`src/rtl/dmem_arb_pkg.sv`:
```
// Shared types and constants for the two-requester data-memory arbiter.
package dmem_arb_pkg;

  localparam int NREQ          = 2;
  localparam int STROBE_CYCLES = 2;

  typedef enum logic [2:0] {
    IDLE,
    ISSUE,
    ACCESS,
    WAIT,
    RESP
  } state_t;

endpackage

```
`src/rtl/dmem_arbiter_if.sv`:
```
// Requester and memory-side bus for dmem_arbiter; slave is the arbiter's view.
interface dmem_arbiter_if #(
  parameter int ADDRW = 32,
  parameter int DATAW = 32
);

  logic             req0, we0, gnt0, rvalid0;
  logic [ADDRW-1:0] addr0;
  logic [DATAW-1:0] wdata0, rdata0;

  logic             req1, we1, gnt1, rvalid1;
  logic [ADDRW-1:0] addr1;
  logic [DATAW-1:0] wdata1, rdata1;

  logic             mem_re, mem_we, mem_valid;
  logic [ADDRW-1:0] mem_addr;
  logic [DATAW-1:0] mem_din, mem_dout;
  logic             busy;

  modport slave (
    input  req0, we0, addr0, wdata0,
    input  req1, we1, addr1, wdata1,
    input  mem_dout, mem_valid,
    output gnt0, rvalid0, rdata0,
    output gnt1, rvalid1, rdata1,
    output mem_re, mem_we, mem_addr, mem_din, busy
  );

  modport master (
    output req0, we0, addr0, wdata0,
    output req1, we1, addr1, wdata1,
    output mem_dout, mem_valid,
    input  gnt0, rvalid0, rdata0,
    input  gnt1, rvalid1, rdata1,
    input  mem_re, mem_we, mem_addr, mem_din, busy
  );

endinterface

```
`src/rtl/dmem_arb_pick.sv`:
```
// Combinational winner select. Fixed priority (requester 0 first) by default;
// round-robin on simultaneous requests when DMEM_ARB_RR_EN is defined.
module dmem_arb_pick
  import dmem_arb_pkg::*;
(
  input  logic [NREQ-1:0] req,
`ifdef DMEM_ARB_RR_EN
  input  logic            rr_last,
`endif
  output logic            valid,
  output logic            winner
);

  // NOTE: every output gets a value on every path, so no latch can be inferred.
  always_comb begin
    valid = |req;
`ifdef DMEM_ARB_RR_EN
    winner = (req == 2'b11) ? ~rr_last : req[1];
`else
    winner = ~req[0];
`endif
  end

endmodule

```
`src/rtl/dmem_arbiter.sv`:
```
// Arbiter/sequencer in front of the 3-cycle single-port data memory.
// Optional round-robin arbitration: define DMEM_ARB_RR_EN.
module dmem_arbiter
  import dmem_arb_pkg::*;
#(
  parameter int ADDRW = 32,
  parameter int DATAW = 32
) (
  input  logic              clk,
  input  logic              rst,
  dmem_arbiter_if.slave     bus
);

  state_t            state;
  logic              owner;
  logic              we_q;
  logic              mem_re_q, mem_we_q, busy_q;
  logic [ADDRW-1:0]  addr_q;
  logic [DATAW-1:0]  din_q, rd_q, rdata0_q, rdata1_q;
  logic [NREQ-1:0]   gnt_q, rvalid_q;

  logic [NREQ-1:0]   req;
  logic              pick_valid, pick_winner;
  logic              sel_we;
  logic [ADDRW-1:0]  sel_addr;
  logic [DATAW-1:0]  sel_wdata;

`ifdef DMEM_ARB_RR_EN
  logic              rr_last;
`endif

  assign req = {bus.req1, bus.req0};

  dmem_arb_pick u_pick (
    .req     (req),
`ifdef DMEM_ARB_RR_EN
    .rr_last (rr_last),
`endif
    .valid   (pick_valid),
    .winner  (pick_winner)
  );

  assign sel_we    = pick_winner ? bus.we1    : bus.we0;
  assign sel_addr  = pick_winner ? bus.addr1  : bus.addr0;
  assign sel_wdata = pick_winner ? bus.wdata1 : bus.wdata0;

  // Outputs are registered, so each state's strobe action is visible one
  // cycle later: the strobe is high exactly during ACCESS and the first WAIT cycle.
  // NOTE: sequential state uses non-blocking assignments so every register
  // samples the pre-edge values, independent of statement order.
  always_ff @(posedge clk or negedge rst) begin
    if (!rst) begin
      state    <= IDLE;
      owner    <= 1'b0;
      we_q     <= 1'b0;
      mem_re_q <= 1'b0;
      mem_we_q <= 1'b0;
      busy_q   <= 1'b0;
      addr_q   <= '0;
      din_q    <= '0;
      rd_q     <= '0;
      rdata0_q <= '0;
      rdata1_q <= '0;
      gnt_q    <= '0;
      rvalid_q <= '0;
`ifdef DMEM_ARB_RR_EN
      rr_last  <= 1'b1;
`endif
    end else begin
      gnt_q    <= '0;
      rvalid_q <= '0;
      case (state)
        IDLE: begin
          if (pick_valid) begin
            owner              <= pick_winner;
            we_q               <= sel_we;
            addr_q             <= sel_addr;
            din_q              <= sel_wdata;
            gnt_q[pick_winner] <= 1'b1;
            busy_q             <= 1'b1;
`ifdef DMEM_ARB_RR_EN
            rr_last            <= pick_winner;
`endif
            state              <= ISSUE;
          end
        end
        ISSUE: begin
          mem_re_q <= ~we_q;
          mem_we_q <= we_q;
          state    <= ACCESS;
        end
        ACCESS: state <= WAIT;
        WAIT: begin
          // Dropping here caps the strobe at two cycles even if mem_valid is late.
          mem_re_q <= 1'b0;
          mem_we_q <= 1'b0;
          if (bus.mem_valid) begin
            rd_q  <= bus.mem_dout;
            state <= RESP;
          end
        end
        RESP: begin
          rvalid_q[owner] <= 1'b1;
          if (owner) rdata1_q <= rd_q;
          else       rdata0_q <= rd_q;
          busy_q <= 1'b0;
          state  <= IDLE;
        end
        default: state <= IDLE;
      endcase
    end
  end

  assign bus.gnt0     = gnt_q[0];
  assign bus.gnt1     = gnt_q[1];
  assign bus.rvalid0  = rvalid_q[0];
  assign bus.rvalid1  = rvalid_q[1];
  assign bus.rdata0   = rdata0_q;
  assign bus.rdata1   = rdata1_q;
  assign bus.mem_re   = mem_re_q;
  assign bus.mem_we   = mem_we_q;
  assign bus.mem_addr = addr_q;
  assign bus.mem_din  = din_q;
  assign bus.busy     = busy_q;

endmodule

```
`src/flat_wrapper.sv`:
```
// flat-port wrapper written by rule: the top's interface ports become plain ports
module dmem_arbiter_flat import dmem_arb_pkg::*;
#(
  parameter int ADDRW = 32,
  parameter int DATAW = 32
)
  (clk, rst, bus_req0, bus_we0, bus_addr0, bus_wdata0, bus_req1, bus_we1, bus_addr1, bus_wdata1, bus_mem_dout, bus_mem_valid, bus_gnt0, bus_rvalid0, bus_rdata0, bus_gnt1, bus_rvalid1, bus_rdata1, bus_mem_re, bus_mem_we, bus_mem_addr, bus_mem_din, bus_busy);
  dmem_arbiter_if #(.ADDRW(ADDRW), .DATAW(DATAW)) bus_i ();
  input  logic clk;
  input  logic rst;
  input wire logic [$bits(bus_i.req0)-1:0] bus_req0;
  input wire logic [$bits(bus_i.we0)-1:0] bus_we0;
  input wire logic [$bits(bus_i.addr0)-1:0] bus_addr0;
  input wire logic [$bits(bus_i.wdata0)-1:0] bus_wdata0;
  input wire logic [$bits(bus_i.req1)-1:0] bus_req1;
  input wire logic [$bits(bus_i.we1)-1:0] bus_we1;
  input wire logic [$bits(bus_i.addr1)-1:0] bus_addr1;
  input wire logic [$bits(bus_i.wdata1)-1:0] bus_wdata1;
  input wire logic [$bits(bus_i.mem_dout)-1:0] bus_mem_dout;
  input wire logic [$bits(bus_i.mem_valid)-1:0] bus_mem_valid;
  output wire logic [$bits(bus_i.gnt0)-1:0] bus_gnt0;
  output wire logic [$bits(bus_i.rvalid0)-1:0] bus_rvalid0;
  output wire logic [$bits(bus_i.rdata0)-1:0] bus_rdata0;
  output wire logic [$bits(bus_i.gnt1)-1:0] bus_gnt1;
  output wire logic [$bits(bus_i.rvalid1)-1:0] bus_rvalid1;
  output wire logic [$bits(bus_i.rdata1)-1:0] bus_rdata1;
  output wire logic [$bits(bus_i.mem_re)-1:0] bus_mem_re;
  output wire logic [$bits(bus_i.mem_we)-1:0] bus_mem_we;
  output wire logic [$bits(bus_i.mem_addr)-1:0] bus_mem_addr;
  output wire logic [$bits(bus_i.mem_din)-1:0] bus_mem_din;
  output wire logic [$bits(bus_i.busy)-1:0] bus_busy;
  assign bus_i.req0 = bus_req0;
  assign bus_i.we0 = bus_we0;
  assign bus_i.addr0 = bus_addr0;
  assign bus_i.wdata0 = bus_wdata0;
  assign bus_i.req1 = bus_req1;
  assign bus_i.we1 = bus_we1;
  assign bus_i.addr1 = bus_addr1;
  assign bus_i.wdata1 = bus_wdata1;
  assign bus_i.mem_dout = bus_mem_dout;
  assign bus_i.mem_valid = bus_mem_valid;
  assign bus_gnt0 = bus_i.gnt0;
  assign bus_rvalid0 = bus_i.rvalid0;
  assign bus_rdata0 = bus_i.rdata0;
  assign bus_gnt1 = bus_i.gnt1;
  assign bus_rvalid1 = bus_i.rvalid1;
  assign bus_rdata1 = bus_i.rdata1;
  assign bus_mem_re = bus_i.mem_re;
  assign bus_mem_we = bus_i.mem_we;
  assign bus_mem_addr = bus_i.mem_addr;
  assign bus_mem_din = bus_i.mem_din;
  assign bus_busy = bus_i.busy;
  dmem_arbiter #(.ADDRW(ADDRW), .DATAW(DATAW)) u_core (.clk(clk), .rst(rst), .bus(bus_i));
endmodule
```
`config.mk`:
```
export PLATFORM = sky130hd
export DESIGN_NAME = dmem_arbiter_flat
export DESIGN_NICKNAME = d
export VERILOG_FILES = /design/src/rtl/dmem_arb_pkg.sv /design/src/rtl/dmem_arbiter_if.sv /design/src/rtl/dmem_arb_pick.sv /design/src/rtl/dmem_arbiter.sv /design/src/flat_wrapper.sv
export SDC_FILE = /design/constraint.sdc
export NUM_CORES = 1
export LEC_CHECK = 0
export ABC_CLOCK_PERIOD_IN_PS = 4600
export CAP_MARGIN = 30
export CELL_PAD_IN_SITES_DETAIL_PLACEMENT = 1
export CELL_PAD_IN_SITES_GLOBAL_PLACEMENT = 1
export CORE_ASPECT_RATIO = 1.1
export CORE_MARGIN = 2
export CORE_UTILIZATION = 37
export DETAILED_ROUTE_END_ITERATION = 8
export PLACE_DENSITY = 0.83
export RECOVER_POWER = 100
export REMOVE_ABC_BUFFERS = 1
export SYNTH_ARGS = -nofsm -noshare
export SYNTH_HDL_FRONTEND = slang
export SYNTH_SLANG_ARGS = --single-unit
export TNS_END_PERCENT = 50
```
`constraint.sdc`:
```
create_clock -name clk -period 4.6 [get_ports clk]
set_input_delay 0.69 -clock clk [delete_from_list [all_inputs] [get_ports clk]]
set_output_delay 0.69 -clock clk [all_outputs]
set_load 0.02 [all_outputs]
```
==> impl_results.md, run 1 <==
- WP data arrival: around 3.4 ns
- DRC violations left: 0
- Fillers: between 1500 and 2000
- Die H: 152 µm
- Seq/Total Area, Yosys: 58.4%
- Static leakage: ~4.8 nW
- Peak VDD IR: 0.287 mV
- Gr usage total: between 20% and 30%
- Final Critical Period: roughly 3 ns
- Iteration-0 DRC Markers: between 100 and 150
- Drt via density: around 4.8
- Num ports: 302
- Clock transition at path regs: 0.07 ns
- Mapped Cells: 450
- Die footprint: 21100 µm²
- PD cells: roughly 650 nW/µm²
- Chip width: 139 µm
- Crit Path Max Fanout: 33
- # port buffers: 301
- Commonest cells in the netlist: mux2_2 (188), dfrtp_1 (172), mux2_4 (32)
- Synth area leaders: dfrtp_1 (58%), mux2_2 (29%), mux2_4 (6.5%), buf_6 (1.4%), mux2_1 (0.92%)
- Total Routed Length: 21800 µm
- First-pass GRT wire length: 34300 µm
- Skew final: 0.00873 ns
- Clock sink total: 172
- Mean Syn Cell Area: 16.4 µm²
- Hold Fails Final Rpt: 0
- Tcrit/Tclk final: 67.1%
- Area leader, netlist: dfrtp_1
- Synth top area share: 58.4%
- CTS Buf Count: 17
- CTS H-tree depth: 4
- Max_cap viols: 5
- CTS root buffer: clkbuf_16
- Required time of the critical path: roughly 4.9 ns
- Crit start category: input port
- Final GP Congestion: just over 0.8
- Sum Neg Setup Slack: 0 ns
- Post-synth EDFFs: 0
- Fin Hold WS: approximately 0.48 ns
- Postcts setup bufs: 0
- Most frequent cell after synthesis: mux2_2
- Post-Syn Area: 7360 µm²
- Layout cells sized above 1: around 29%
- Ys async rst share: 100%
- RSZ-0062 raised after global routing: no
- First-pass DRT Iterations: 4
- Yosys Warn Count: 0
- #FFs+latches synth: 172
- FP Rows: between 50 and 60
- Post-DP HPWL: 16300 µm
- Final setup violation count: 0
- Worst Tran Pin Value: ~2.5 ns
- Violated checks: capacitance limit, slew limit
- CTS Buffer Depth: 2
- Detailed-route via count: approximately 5000
- FMAX: 324 MHz
- Initial core utilization: 37.5%
- Ys flop type: dfrtp_1
- WS Path Type: in -> reg
- Clk_lat worst skew: 0.42 ns
- Core area: just under 20000 µm²
- Nets@finish: 918
- Initial antenna violation count: 3
- Grt ovf: 0
- Cell variety after synth: 27
- Post-CTS sizing: 0
- Vias in the first global route: 5750
- Avg WL per Cell: 21.4 µm
- Routed Antenna Nets: 0
- TritonCTS clock tree: yes
- Cts hold-fix bufs: 0
- Slew Limit Fails: roughly 270
- Rel. slew slack: -68.8%
- Syn-to-layout area delta: 48.5%
- Worst Hold Class: reg -> reg
- Outcome: complete, but fails checks
- Pin count of the biggest net entering global routing: 103
- Worst Setup End Kind: register
[cell type report]
class / count / area (µm²) / share of cell area (%)
Tap cell: 252 / 315 / 2.88
Clock inverter: 15 / 146 / 1.34
Multi-Input combinational cell: 251 / 2690 / 24.6
Inverter: 1 / 3.75 / 0.0343
Sequential cell: 172 / 4300 / 39.4
Clock buffer: 17 / 425 / 3.89
Timing Repair Buffer: 308 / 3040 / 27.8
Antenna cell: 2 / 5.00 / 0.0458
[metrics by stage]
stage,area [µm²],power [mW],worst slack (ns),cells,utilization (%)
floorplan,7130,4.39,1.80,424,-
global placement,10500,5.97,1.89,984,53.5
detailed placement,10500,6.16,1.80,984,53.5
CTS,11100,7.62,2.25,1016,56.4
global route,10900,7.54,1.37,1017,55.6
finish,10900,7.14,1.51,1018,55.6
[final timing paths]
path | start | end | slack (ns) | depth (start not counted)
worst min-delay path | u_core.bus.mem_re | u_core.bus.mem_re | 0.48 | 2
worst max-delay path | bus_mem_valid | u_core.rd_q[0] | 1.51 | 5
worst min register to register | u_core.bus.mem_re | u_core.bus.mem_re | 0.48 | 2
max in group asynchronous | rst | u_core.rd_q[30] | 1.92 | 2
min in group asynchronous | rst | u_core.bus.rdata1[11] | 1.05 | 1
worst max register to register | u_core.state[1] | u_core.bus.rdata0[29] | 1.71 | 3
[sequential cells by signal (all words and copies together), names as in the netlist, 2 cells and up]
name	flops
u_core.bus.rdata0	32
u_core.bus.rdata1	32
u_core.bus.mem_din	32
u_core.bus.mem_addr	32
u_core.gnt_q	2
u_core.rvalid_q	2
u_core.rd_q	32
u_core.state	3
[layout by cell type, fill, tap and decap left out, types with 2 or more instances in the layout]
master             n
clkbuf_2           2
nor2_1             5
buf_4              3
diode_2            2
mux2_1            43
nand2b_1           2
clkdlybuf4s50_1  162
inv_8              5
mux2_2           182
clkbuf_1           4
dfrtp_1          172
clkbuf_16         17
dlygate4sd3_1    137
inv_6              6
nand2_1            4
[layer usage]
layer  part of all wire, %  vias up  GRT usage, %
li1                      -     2215             -
met1                    36     2482          22.4
met2                    52      217          37.4
met3                    11       20          10.7
met4                   1.0        2          5.05
met5                 0.037        -             0
[power breakdown]
part	internal, mW	total (mW)	switching (mW)
logic	1.54	3.05	1.50
registers	2.25	2.69	0.445
clock network	0.725	1.40	0.673
total	4.51	7.14	2.62
[logic make-up (layout without fill, tap and decap cells)]
kind of cell | Yosys count | in the layout | share of synthesized area [%]
AOI/OAI and AO/OA | 5 | 5 | 0.459
buffers and inverters | 27 | 341 | 3.19
DFF | 172 | 172 | 58.4
muxes | 226 | 226 | 36.2
other | 0 | 2 | 0
and+or+nand+nor | 20 | 20 | 1.72
[worst max-delay path, cell delays in order]
cell and delay (ns):
dlygate4sd3_1 0.56, nand3_1 0.11, or2_1 0.10, clkbuf_1 1.44
mux2_2 0.45
Note: power is estimated with default switching activity, not from simulation.
==> run 2, diff against run 1 <==
--- a/config.mk
+++ b/config.mk
@@ -5,15 +5,15 @@
 export SDC_FILE = /design/constraint.sdc
 export NUM_CORES = 1
 export LEC_CHECK = 0
-export ABC_CLOCK_PERIOD_IN_PS = 4600
+export ABC_CLOCK_PERIOD_IN_PS = 3160
 export CAP_MARGIN = 30
 export CELL_PAD_IN_SITES_DETAIL_PLACEMENT = 1
 export CELL_PAD_IN_SITES_GLOBAL_PLACEMENT = 1
 export CORE_ASPECT_RATIO = 1.1
 export CORE_MARGIN = 2
-export CORE_UTILIZATION = 37
+export CORE_UTILIZATION = 34
 export DETAILED_ROUTE_END_ITERATION = 8
-export PLACE_DENSITY = 0.83
+export PLACE_DENSITY = 0.77
 export RECOVER_POWER = 100
 export REMOVE_ABC_BUFFERS = 1
 export SYNTH_ARGS = -nofsm -noshare
==> constraint.sdc (replaced) <==
create_clock -name clk -period 3.16 [get_ports clk]
set_input_delay 0.474 -clock clk [delete_from_list [all_inputs] [get_ports clk]]
set_output_delay 0.474 -clock clk [all_outputs]
set_load 0.02 [all_outputs]
==> run 2 against run 1 <==
The flow now finishes without violations. Die area grew 8.6%. Sequential power grew 44%. Critical endpoint is now u_core.rd_q[19]. Worst hold slack lost 0.042 ns. Combinational power grew 45%. Largest power group unchanged. Non-clock buffer count grew 2. Wire length shrank 2.6%. Largest cell class unchanged. Flip-flop and latch count is the same.
==> impl_results.md, run 2 (synthesis results as in run 1) <==
- Initial antenna violation count: 6
- Die footprint: 22900 µm²
- Chip width: 144 µm
- First-pass DRT Iterations: 4
- Layout cells sized above 1: 30.4%
- First-pass GRT wire length: about 32000 µm
- Postcts setup bufs: 0
- Crit start category: input port
- Cts hold-fix bufs: 1
- Sum Neg Setup Slack: 0 ns
- WP data arrival: 2.46 ns
- Rel. slew slack: 35.0%
- Worst Tran Pin Value: 0.974 ns
- Outcome: complete, no violations
- Nets@finish: 920
- Most frequent cells in the layout: mux2_2 (188), dfrtp_1 (172), clkdlybuf4s50_1 (163), dlygate4sd3_1 (137), mux2_1 (37)
- Vias in the first global route: 5374
- Gr usage total: a little under a fifth
- Commonest non-fill, non-tap cell in the layout: mux2_2
- Clock transition at path regs: approximately 0.07 ns
- Worst Setup End Kind: register
- CTS Buffer Depth: 2
- Total Routed Length: approximately 21000 µm
- Slew Limit Fails: 0
- Clock sink total: around 170
- WS Path Type: in -> reg
- DRC violations left: 0
- Avg WL per Cell: 20.0 µm
- Routed Antenna Nets: 0
- Worst Hold Class: in -> reg
- Final GP Congestion: 0.755
- Initial core utilization: between 30 and 40%
- Crit Path Max Fanout: 33
- Post-DP HPWL: 15800 µm
- Post-CTS sizing: 0
- TritonCTS clock tree: yes
- Syn-to-layout area delta: 50.6%
- PD cells: 935 nW/µm²
- # port buffers: about 300
- Max_cap viols: 0
- Iteration-0 DRC Markers: 103
- Tcrit/Tclk final: 68.5%
- Detailed-route via count: 4930
- Hold Fails Final Rpt: 0
- Final setup violation count: 0
- FMAX: about 460 MHz
- Static leakage: 4.85 nW
- Peak VDD IR: 0.412 mV
- Clk_lat worst skew: 0.43 ns
- Die H: 158 µm
- Skew final: 0.00863 ns
- CTS root buffer: clkbuf_16
- Final Critical Period: ~2.2 ns
- Num ports: 302
- Required time of the critical path: 3.46 ns
- CTS Buf Count: 17
- RSZ-0062 raised after global routing: no
- Core area: 21300 µm²
- CTS H-tree depth: 4
- FP Rows: 56
- Grt ovf: 0
- Pin count of the biggest net entering global routing: 73
- Drt via density: 4.66
- Total power: 10.4 mW
-- run 2: routing by layer --
| layer | up-vias | global-route usage [%] | routed length [µm] |
|---|---|---|---|
| li1 | 2214 | - | - |
| met4 | 6 | 4.99 | 190 |
| met2 | 225 | 30.4 | 10000 |
| met3 | 18 | 9.68 | 2750 |
| met1 | 2467 | 21.4 | 8250 |
| met5 | - | 0 | 34 |
-- run 2: cell type report --
cell class	count	area [µm²]
Antenna cell	3	7.51
Clock buffer	18	439
Clock inverter	14	149
Fill cell	2141	10200
Inverter	1	3.75
Multi-Input combinational cell	251	2700
Sequential cell	172	4300
Tap cell	290	363
Timing Repair Buffer	310	3120
-- run 2: critical path: stages --
cell and delay (ns):
dlygate4sd3_1 0.57, nand3_1 0.09, or2_1 0.22, clkbuf_2 0.55, mux2_1 0.53
-- run 2: final timing paths --
path / start / endpoint / slack (ns) / depth (start not counted)
min in group asynchronous: rst / u_core.rd_q[5] / 0.51 / 2
worst min register to register: u_core.bus.mem_re / u_core.bus.mem_re / 0.48 / 2
worst max register to register: u_core.state[1] / u_core.bus.rdata1[10] / 1.11 / 4
worst min-delay path: bus_req0 / u_core.gnt_q[1] / 0.43 / 2
max in group asynchronous: rst / u_core.bus.mem_din[31] / 1.84 / 3
worst max-delay path: bus_mem_valid / u_core.rd_q[19] / 0.99 / 5
-- run 2: power by group --
part | switching (mW) | total, mW | internal, mW
Sequential | 0.612 | 3.88 | 3.27
Clock | 0.982 | 2.06 | 1.08
Combinational | 2.17 | 4.43 | 2.26
-- run 2: through the flow --
step                hold WS, ns  worst slack, ns  util (%)  area, µm²  cells
global placement          0.392             1.01      49.8      10600   1023
finish                    0.433            0.994      52.1      11100   1059
CTS                       0.419             1.17      52.7      11200   1056
global route              0.460            0.896      52.1      11100   1057
floorplan                 0.178            0.458         -       7130    424
detailed placement        0.405            0.962      49.8      10600   1023
